File: src/rtl/fetch_unit.sv
// Instruction-fetch stage: drives the cache PC, queues returned instructions in order, and hands them to decode.
// Optional performance counters are enabled with `define FETCH_PERF_EN.
module fetch_unit #(
  parameter logic [31:0] RESET_PC = 32'h0000_0000,
  parameter int          Q_DEPTH  = 4,
  parameter int          Q_AW     = 2
) (
  input  logic            clk,
  input  logic            rst_n,
  input  logic            stall,
  input  logic [31:0]     instr_in,
  output logic [31:0]     pc,
  input  logic            redirect_valid,
  input  logic [31:0]     redirect_pc,
  output logic            dec_valid,
  input  logic            dec_ready,
  output logic [31:0]     dec_instr,
  output logic [31:0]     dec_pc,
  output logic [Q_AW:0]   q_count
`ifdef FETCH_PERF_EN
  ,
  output logic [31:0]     perf_fetched,
  output logic [31:0]     perf_stall_cycles
`endif
);

  typedef enum logic [1:0] {S_IDLE, S_FETCH, S_MISS, S_FULL} state_t;

  localparam logic [Q_AW:0] DEPTH_C = (Q_AW + 1)'(Q_DEPTH);

  state_t          state_q, state_d;
  logic [31:0]     pc_q, pc_d;
  logic [Q_AW-1:0] head_q, head_d;
  logic [Q_AW-1:0] tail_q, tail_d;
  logic [Q_AW:0]   count_q, count_d;
  logic [31:0]     mem_pc_q    [Q_DEPTH];
  logic [31:0]     mem_instr_q [Q_DEPTH];

  logic push;
  logic pop;
  logic can_push;
  logic unused_rpc_bits;

  assign unused_rpc_bits = ^redirect_pc[1:0];

  assign dec_valid = (count_q != '0);
  assign pop       = dec_valid && dec_ready;
  // A pop in the same cycle frees the slot the push needs.
  assign can_push  = (count_q < DEPTH_C) || pop;

  always_comb begin
    state_d = state_q;
    pc_d    = pc_q;
    push    = 1'b0;
    head_d  = head_q;
    tail_d  = tail_q;
    count_d = count_q;

    if (redirect_valid) begin
      pc_d    = {redirect_pc[31:2], 2'b00};
      state_d = S_FETCH;
    end else begin
      case (state_q)
        S_IDLE: state_d = S_FETCH;
        S_FETCH, S_MISS: begin
          if (stall) begin
            state_d = S_MISS;
          end else if (can_push) begin
            push    = 1'b1;
            pc_d    = pc_q + 32'd4;
            state_d = S_FETCH;
          end else begin
            state_d = S_FULL;
          end
        end
        S_FULL: if (pop) state_d = S_FETCH;
        default: state_d = S_IDLE;
      endcase
    end

    // Redirect empties the queue; the same-cycle pop is simply absorbed.
    if (redirect_valid) begin
      head_d  = '0;
      tail_d  = '0;
      count_d = '0;
    end else begin
      if (push) tail_d = tail_q + Q_AW'(1);
      if (pop)  head_d = head_q + Q_AW'(1);
      case ({push, pop})
        2'b10:   count_d = count_q + (Q_AW + 1)'(1);
        2'b01:   count_d = count_q - (Q_AW + 1)'(1);
        default: count_d = count_q;
      endcase
    end
  end

  always_ff @(posedge clk) begin
    if (!rst_n) begin
      state_q <= S_IDLE;
      pc_q    <= {RESET_PC[31:2], 2'b00};
      head_q  <= '0;
      tail_q  <= '0;
      count_q <= '0;
    end else begin
      state_q <= state_d;
      pc_q    <= pc_d;
      head_q  <= head_d;
      tail_q  <= tail_d;
      count_q <= count_d;
    end
  end

  always_ff @(posedge clk) begin
    if (push) begin
      mem_pc_q[tail_q]    <= pc_q;
      mem_instr_q[tail_q] <= instr_in;
    end
  end

  assign pc        = pc_q;
  assign q_count   = count_q;
  assign dec_pc    = dec_valid ? mem_pc_q[head_q]    : 32'h0;
  assign dec_instr = dec_valid ? mem_instr_q[head_q] : 32'h0;

`ifdef FETCH_PERF_EN
  logic [31:0] perf_fetched_q;
  logic [31:0] perf_stall_q;

  // Saturating counters; only reset clears them.
  always_ff @(posedge clk) begin
    if (!rst_n) begin
      perf_fetched_q <= '0;
      perf_stall_q   <= '0;
    end else begin
      if (push && (perf_fetched_q != 32'hFFFF_FFFF))
        perf_fetched_q <= perf_fetched_q + 32'd1;
      if (stall && (state_q != S_IDLE) && (perf_stall_q != 32'hFFFF_FFFF))
        perf_stall_q <= perf_stall_q + 32'd1;
    end
  end

  assign perf_fetched      = perf_fetched_q;
  assign perf_stall_cycles = perf_stall_q;
`endif

endmodule

File: config.mk
export PLATFORM = sky130hd
export DESIGN_NAME = fetch_unit
export DESIGN_NICKNAME = d
export VERILOG_FILES = /design/src/rtl/fetch_unit.sv
export SDC_FILE = /design/constraint.sdc
export NUM_CORES = 1
export LEC_CHECK = 0
export BUFFER_PORTS_ARGS = -buffer_cell sky130_fd_sc_hd__buf_4
export CAP_MARGIN = 40
export CORE_AREA = 8 8 162 164
export CTS_BUF_LIST = sky130_fd_sc_hd__clkbuf_16
export CTS_CLUSTER_SIZE = 30
export DETAILED_ROUTE_END_ITERATION = 7
export DIE_AREA = 0 0 170 172
export HOLD_SLACK_MARGIN = 0.03
export PLACE_DENSITY = 0.83
export SYNTH_ARGS = -nofsm -noshare
export SYNTH_HDL_FRONTEND = slang
export SYNTH_SLANG_ARGS = --single-unit
File: constraint.sdc
create_clock -name clk -period 3.2 [get_ports clk]
set_clock_uncertainty 0.2 [all_clocks]
set_input_delay 0.32 -clock clk [delete_from_list [all_inputs] [get_ports clk]]
set_output_delay 0.32 -clock clk [all_outputs]
set_load 0.01 [all_outputs]
## After elaboration in Yosys (flattened, before gate mapping)

Memories as Yosys holds them, arrays and structs flattened. A register that Yosys moved wholly into a read port is not among the register bits.
Index checks and enable logic that the tools add are counted.

- Bitwise logic cells: 2
- Order comparisons: 1
- Add/subtract/negate cells: 5
- Equality and inequality tests: 8
- Reduce and logical (&&, ||, !) cells: 11
- Multiplexer cells: 22

Operator list:

| kind | number |
|---|---|
| $mux W32 | 6 |
| $add A32 B3 Y32 const B | 1 |
| $mux W2 | 7 |
| $mux W1 | 7 |
| $eq A2 B2 Y1 const B | 3 |
| $pmux W2 S3 | 1 |
| $pmux W3 S2 | 1 |
| $reduce_and A3 Y1 | 2 |
| $reduce_bool A2 Y1 | 3 |
| $add A2 B1 Y2 const B | 2 |
| $eq A2 B1 Y1 const B | 2 |
| $reduce_or A2 Y1 | 2 |
| $add A3 B1 Y3 const B | 1 |
| $lt A3 B3 Y1 const B | 1 |
| $ne A3 B3 Y1 const B | 1 |
| $reduce_bool A3 Y1 | 1 |
| $sub A3 B1 Y3 const B | 1 |
| $logic_not A2 Y1 | 1 |
| $ne A2 B1 Y1 const B | 1 |
| $ne A2 B2 Y1 const B | 1 |
| $not A1 Y1 | 2 |
| $logic_and A1 B1 Y1 | 1 |
| $logic_or A1 B1 Y1 | 1 |

- Logic and storage cells: 58
- Bits in registers: 41
- RAM bits: 256
- Input port bits: 69
- Memories: 2
- Output and inout port bits: 100

Memories:

| memory | depth | bits a word | rd ports | clocked after memory_dff | write ports | RTL line | source |
|---|---|---|---|---|---|---|---|
| mem_instr_q | 4 | 32 | 1 | 1 | 1 | 37 | `logic [31:0] mem_instr_q [Q_DEPTH];` |
| mem_pc_q | 4 | 32 | 1 | 1 | 1 | 36 | `logic [31:0] mem_pc_q [Q_DEPTH];` |

## Logic depth before layout (Yosys ltp)

Gate-level depths: netlist of the first run.

- Word-level depth: 9
- Mapped depth: 12
- Depth with buffers taken out: 11

## Worst setup path before layout of the first run

No wires, ideal clock.

- Kind: flip-flop to flip-flop
- From: reg state_q[0]
- To: mem mem_instr_q[0][0] (enable)
- Library setup time: 0.427 ns
- Stages on the path, launching flop included: 7
- Data arrival time: 2.852 ns
- Period minus slack after synthesis: 3.478 ns
- Buffers on the path: 1
- Setup slack: -0.278 ns
- Required time: 2.573 ns
- Cells stage by stage: dfxtp_1 -> ha_1 -> nor2b_1 -> clkbuf_1 -> nand2_1 -> nor2_1 -> and2_1

- Cells in the longest elaborated chain, start to end: 6
- Elaborated cells between the ends (all ways): 7
- Those cells by class: eq/ne: 2; mux: 4; reduce/logical: 1

RTL lines:

| element | RTL line | source |
|---|---|---|
| from (decl) | 31 | `state_t state_q, state_d;` |
| from (signal assigned) | 105 | `state_q <= state_d;` |
| $eq A2 B1 Y1 / $eq A2 B2 Y1 (equally long branches) | 63 | `case (state_q)` |
| $reduce_or A2 Y1 (*) | 63 |  |
| $mux W1 (*) | 63 |  |
| $mux W1 (*) | 59 | `if (redirect_valid) begin` |
| $mux W1 (*) | 114 | `if (push) begin` |
| $mux W1 (implied by the code) (*) | 116 | `mem_instr_q[tail_q] <= instr_in;` |
| to (decl) | 37 |  |

Mark *: on every way between the ends. The rest lies on a longest branch, timed or not.

## Final worst setup path of the first run

- From: reg state_q[0]
- To: reg pc_q[29], in the netlist pc[29]

- Cells in the longest elaborated chain, start to end: 4
- Elaborated cells between the ends (all ways): 5
- Those cells by class: eq/ne: 2; reduce/logical: 3

RTL lines:

| element | RTL line | source |
|---|---|---|
| $eq A2 B1 Y1 / $eq A2 B2 Y1 (equally long branches) | 63 |  |
| $reduce_or A2 Y1 (*) | 63 |  |
| $reduce_bool A2 Y1 (no line) (*) | n/a |  |
| $reduce_and A3 Y1 (no line) (*) | n/a |  |
| to (signal assigned) | 100 | `pc_q <= {RESET_PC[31:2], 2'b00};` |
| to (signal assigned) | 106 | `pc_q <= pc_d;` |
| to (decl) | 32 | `logic [31:0] pc_q, pc_d;` |

Marks and branches as above.
A chain may end at the register's enable or synchronous reset.

==> impl_metrics.env, run 1 <==
export IMPL_critPathMaxFanout=8
export IMPL_cts_root_buf="clkbuf_16"
export IMPL_hold_viol=0
export IMPL_ios=169
export IMPL_reg2reg_slack_ps=70
export IMPL_cts_setup_buffers=0
export IMPL_viasPerCell=5.668
export IMPL_seq_area_frac_synth_pct=69.81
export IMPL_post_route_min_period_ps=3128
export IMPL_run_status="finished clean"
export IMPL_cap_violations=0
export IMPL_fmax_mhz=319.7
export IMPL_core_area_um2=23820
export IMPL_min_to="pc[27]"
export IMPL_r2r_end="pc[29]"
export IMPL_finalWirelength_mm=28.21
export IMPL_gp_congestion=0.8197
export IMPL_dp_cells=1165
export IMPL_cts_htree_levels=1
export IMPL_synth_edf_count=248
export IMPL_finalCritPeriodShare_pct=97.75
export IMPL_drive_above_1_share_pct=31.06
export IMPL_slowest_stage="or4_1"
export IMPL_endpoint_kind="register"
export IMPL_synth_top_area_share_pct=62.88
export IMPL_dp_final_hpwl_mm=17.26
export IMPL_drc=0
export IMPL_yosysMostFrequentCell="edfxtp_1"
export IMPL_die_w_um=170
export IMPL_portBuffers=162
export IMPL_path_cells="ha_1 -> nand2b_4 -> or4_1 -> or4_1 -> o2111a_1 -> dlygate4sd3_1"
export IMPL_maxSlewHeadroom_pct=58.70
export IMPL_cts_made_buffers=29
export IMPL_ys_warn_count=0
export IMPL_syn_area_um2=11840
export IMPL_clk_latency_ps=540
export IMPL_cts_tree="built"
export IMPL_synth_main_ff_cell="edfxtp_1"
export IMPL_cts_max_path_buffers=3
export IMPL_grt_total_usage_pct=19.13
export IMPL_fin_nets=1036
export IMPL_min_path_cells=4
export IMPL_leakage_uw=0.005339
export IMPL_required_ps=3430
export IMPL_ys_ff_latch=289
export IMPL_synth_common_cells="edfxtp_1 (248), and2_1 (68), mux4_2 (62)"
export IMPL_grt_antenna_before_repair=0
export IMPL_yosysTopAreaCell="edfxtp_1"
export IMPL_ant_nets=0
export IMPL_start_util_pct=49.72
export IMPL_timing_rr_start="state_q[0]"
export IMPL_slew_viol_final=0
export IMPL_rows=57
export IMPL_grt_pass1_vias=7803
export IMPL_cp_arrival_ps=3360
export IMPL_cp_top_family="simple AND/OR/NAND/NOR gates"
export IMPL_cts_clk_slew_worst_paths_ps=70
export IMPL_grt_pass1_wl_mm=43.70
export IMPL_holdCritPathClass="input port to register"
export IMPL_post_drt_wl_per_cell_um=21.60
export IMPL_synth_area_leaders="edfxtp_1 (63%), mux4_2 (12%), dfxtp_1 (6.9%)"
export IMPL_die_h_um=172
export IMPL_vias=7402
export IMPL_final_cells=1306
export IMPL_synth_cell_type_count=55
export IMPL_critPathKind="register to register"
export IMPL_drtPass1Iterations=5
export IMPL_reg2reg_depth=6
export IMPL_die_area_um2=29240
export IMPL_hold_ws_ps=208.5
export IMPL_async_flop_share_pct=0
export IMPL_final_util_pct=64.76
export IMPL_worstMarginPinSlew_ps=613.9
export IMPL_cts_sinks=289
export IMPL_power_total_uw=8145
export IMPL_antenna_cells=0
export IMPL_fin_setup_tns_ps=0
export IMPL_vdd_drop_max_mv=0.3453
export IMPL_syn_inst=703
export IMPL_path_buf_inv=1
export IMPL_holdCritStartpoint="redirect_valid"
export IMPL_setup_viol_count_final=0
export IMPL_start_kind="register"
export IMPL_synth_area_per_cell_um2=16.85
export IMPL_grt_max_degree=47
export IMPL_grt_overflow_total=0
export IMPL_area_growth_pct=30.24
export IMPL_critPathMaxStageDelay_ps=680
export IMPL_drt_iter0_drc=601
export IMPL_cp_common_cell="or4_1"
export IMPL_power_density_nw_per_um2=528.0
export IMPL_rsz0062_at_grt="no"
-- worst max-delay path by stage --
stage,start,end,cells past startpoint
6_report,state_q[0],pc[29],6
5_1_grt,state_q[0],pc[29],6
4_1_cts,state_q[0],pc[29],6
3_5_place_dp,state_q[0],q_count[2],11
3_3_place_gp,state_q[0],q_count[2],11
2_1_floorplan,state_q[0],mem_instr_q[0][0],6
-- kinds of logic after synthesis --
logic type	share of synthesized area (%)
AOI/OAI and AO/OA	4.500
xor gates and xnor gates	0.8134
adders and majority gates	0.9085
buffers and inverters	1.986
DFF	69.81
muxes	11.97
other	0.03166
and+or+nand+nor	9.983
-- report_power, final --
group          leakage (uW)  total [uW]  switching (uW)  internal, uW
clock network      0.000470        3390            1410          1990
logic               0.00229         503             222           281
registers           0.00258        4250            87.7          4160
total               0.00534        8150            1720          6430
-- cell type report --
type | count | area (um^2)
inverter | 9 | 33.78
fill | 1647 | 8394
timing repair buffer | 269 | 2375
clock buffer | 29 | 725.7
tap | 324 | 405.4
clock inverter | 25 | 246.5
sequential | 289 | 8277
multi-input combinational | 361 | 3363
-- sequential cells by signal (all words and copies together), names as in the netlist, named ones only --
register,count
mem_instr_q,128
mem_pc_q,120
pc,30
q_count,3
head_q,2
state_q,2
tail_q,2
-- cell usage in the layout (no fill, tap or decap), types with 11 or more instances in the layout --
cell type | netlist | layout
o21ai_0 | 21 | 21
nand2_1 | 18 | 18
nor2_1 | 15 | 15
buf_4 | 4 | 171
buf_12 | 0 | 11
a31oi_1 | 12 | 12
edfxtp_1 | 248 | 248
inv_1 | 9 | 12
nand3_1 | 17 | 17
o31ai_1 | 11 | 11
clkbuf_16 | 0 | 29
nand4_1 | 13 | 13
dfxtp_1 | 41 | 38
mux4_2 | 62 | 62
dlygate4sd3_1 | 0 | 87
or4_1 | 11 | 11
and2_1 | 68 | 64
-- metal layers --
| layer | vias up | routed length, um | GRT usage [%] |
|---|---|---|---|
| li1 | 3315 | - | - |
| met1 | 3759 | 11590 | 24.08 |
| met2 | 282 | 14180 | 33.39 |
| met3 | 46 | 1929 | 3.858 |
| met4 | 0 | 513 | 5.225 |
| met5 | - | 0 | 0 |
-- repair_timing --
action | 4_1_cts | 5_1_grt
hold endpoints to repair | 162 | 0
endpoints found under the setup margin | 0 | 1
hold buffers | 87 | 0
gates resized for setup | 0 | 2
-- per-stage QoR --
step,instance area [um^2],worst slack (ps)
3_5_place_dp,13580,363.7
4_1_cts,15420,102.3
5_1_grt,15430,4.675
2_1_floorplan,11860,395.5
3_3_place_gp,13560,438.3
6_report,15430,72.01
-- tightest hold or removal path, stage by stage --
cell and delay, ps:
buf_4 130, buf_4 240, nor2b_1 140, a211oi_1 70
Power figures use the tool's default switching activity.
==> run 2, diff against run 1 <==
--- a/config.mk
+++ b/config.mk
@@ -16,2 +16,3 @@
 export PLACE_DENSITY = 0.83
+export SETUP_SLACK_MARGIN = 0.15
 export SYNTH_ARGS = -nofsm -noshare
==> constraint.sdc (replaced) <==
create_clock -name clk -period 3.2 [get_ports clk]
set_clock_uncertainty 0.2 [all_clocks]
set_input_delay 0.48 -clock clk [delete_from_list [all_inputs] [get_ports clk]]
set_output_delay 0.48 -clock clk [all_outputs]
set_load 0.01 [all_outputs]
==> impl_metrics.env, run 2 (same netlist as run 1, synthesis figures left out) <==
export IMPL_pwr_share_clk_pct=40.2
export IMPL_grt_overflow_total=0
export IMPL_drt_iter0_drc=514
export IMPL_cts_htree_levels=1
export IMPL_cts_max_path_buffers=3
export IMPL_leakage_uw=0.005151
export IMPL_post_drt_wl_per_cell_um=21.13
export IMPL_clk_latency_ps=520
export IMPL_final_util_pct=62.53
export IMPL_hold_ws_ps=60.25
export IMPL_maxSlewHeadroom_pct=54.94
export IMPL_vias=7114
export IMPL_grt_max_degree=42
export IMPL_antenna_cells=0
export IMPL_cts_clk_slew_worst_paths_ps=60
export IMPL_die_h_um=172
export IMPL_cap_violations=0
export IMPL_cp_arrival_ps=2210
export IMPL_grt_pass1_wl_mm=40.76
export IMPL_cts_root_buf="clkbuf_16"
export IMPL_drtPass1Iterations=5
export IMPL_reg2reg_depth=11
export IMPL_seq_power_share_pct=54.2
export IMPL_grt_pass1_vias=7228
export IMPL_layout_commonest_cell="edfxtp_1"
export IMPL_start_kind="register"
export IMPL_required_ps=2520
export IMPL_timing_final_ws_setup_ps=309.0
export IMPL_cts_tree="built"
export IMPL_ant_nets=0
export IMPL_sw_frac_of_total_pct=20.20
export IMPL_die_area_um2=29240
export IMPL_finalWirelength_mm=26.52
export IMPL_fin_setup_tns_ps=0
export IMPL_power_density_nw_per_um2=526.5
export IMPL_design_area_um2=14900
export IMPL_gp_congestion=0.8307
export IMPL_largest_register_ffs=128
export IMPL_pre_cts_ws_ps=498.5
export IMPL_cp_endpoint="dec_pc[20]"
export IMPL_reg2reg_slack_ps=470
export IMPL_drive_above_1_share_pct=31.36
export IMPL_hold_viol=0
export IMPL_area_growth_pct=25.77
export IMPL_fin_nets=990
export IMPL_worstMarginPinSlew_ps=669.8
export IMPL_slew_viol_final=0
export IMPL_critPathKind="register to output pin"
export IMPL_r2r_end="q_count[2]"
export IMPL_critPathMaxFanout=22
export IMPL_final_cell_mix="edfxtp_1 (248), buf_4 (171), and2_1 (64)"
export IMPL_ios=169
export IMPL_drc=0
export IMPL_fmax_mhz=345.9
export IMPL_core_area_um2=23820
export IMPL_dp_final_hpwl_mm=17.23
export IMPL_endpoint_kind="output pin"
export IMPL_finalCritPeriodShare_pct=90.34
export IMPL_vdd_drop_max_mv=0.3098
export IMPL_run_status="finished clean"
export IMPL_grt_antenna_before_repair=1
export IMPL_rsz0062_at_grt="no"
export IMPL_holdCritPathClass="input port to register"
export IMPL_die_w_um=170
export IMPL_switchingPower_uw=1584
export IMPL_grt_total_usage_pct=17.94
export IMPL_portBuffers=162
export IMPL_post_route_min_period_ps=2891
export IMPL_p_int_uw=6258
export IMPL_start_util_pct=49.72
export IMPL_cts_sinks=289
export IMPL_viasPerCell=5.669
export IMPL_placed_cell_area_um2=13610
export IMPL_rows=57
export IMPL_largest_register="mem_instr_q"
export IMPL_setup_viol_count_final=0
export IMPL_timing_rr_start="state_q[0]"
export IMPL_cts_made_buffers=28
export IMPL_pwr_share_comb_pct=5.7
## run 2: cell types whose count changed in the layout (fill, tap and decap cells not counted), moves of 2 or more
cell           change
dlygate4sd3_1     -47
inv_1              +7
clkinvlp_4         -6
clkinv_2           -3
clkinv_4           -2
inv_6              -2
## run 2: per-layer routing
layer | wire, um | vias up | track usage (%) | part of all wire, %
li1 | - | 3219 | - | -
met1 | 11130 | 3587 | 23.94 | 42
met2 | 12950 | 273 | 30.18 | 49
met3 | 2063 | 35 | 3.721 | 7.8
met4 | 381 | 0 | 3.814 | 1.4
met5 | 0 | - | 0 | 0
## run 2: how the worst min path moves through the flow
stage                 end             from  slack (ps)  cells past startpoint
2_1_floorplan  state_q[1]       state_q[1]         250                      2
3_3_place_gp   state_q[1]       state_q[1]         260                      2
3_5_place_dp   state_q[1]       state_q[1]         270                      2
4_1_cts             pc[7]   redirect_pc[7]          40                      3
5_1_grt             pc[2]   redirect_pc[2]          70                      3
6_report           pc[11]  redirect_pc[11]          60                      3
## run 2: cell type report
type                    instances  area, um^2
fillers                      1727        8925
flip-flops and latches        289        8275
multi-input cells             361        3367
repair buffers                224        1936
clock buffers                  29       725.7
well taps                     324       405.4
clock inverters                19       152.6
inverters                       9       33.78
## run 2: power groups by stage
stage	clock network [uW]	logic, uW	registers [uW]
detailed placement	0	405	4330
global placement	0	393	4320
floorplan	0	180	4310
finish	3150	445	4250
global route	3350	482	4260
CTS	3210	447	4250
## run 2: worst max-delay path, cell delays in order, from the launching register on
cell and delay [ps]:
dfxtp_4 520, buf_12 260, mux4_2 570, and2_1 190, buf_4 140
## run 2: repair_timing
| item | CTS | global route |
|---|---|---|
| setup endpoints to repair | 0 | 13 |
| endpoints found under the hold margin | 136 | 0 |
| resized for setup | 0 | 2 |
| hold buffers | 40 | 0 |
| buffers inserted | 0 | 0 |
## run 2: metrics by stage
stage / std cells / total power (uW)
2_1_floorplan: 706 / 4489
3_3_place_gp: 1166 / 4714
3_5_place_dp: 1167 / 4733
4_1_cts: 1255 / 7902
5_1_grt: 1255 / 8088
6_report: 1255 / 7843
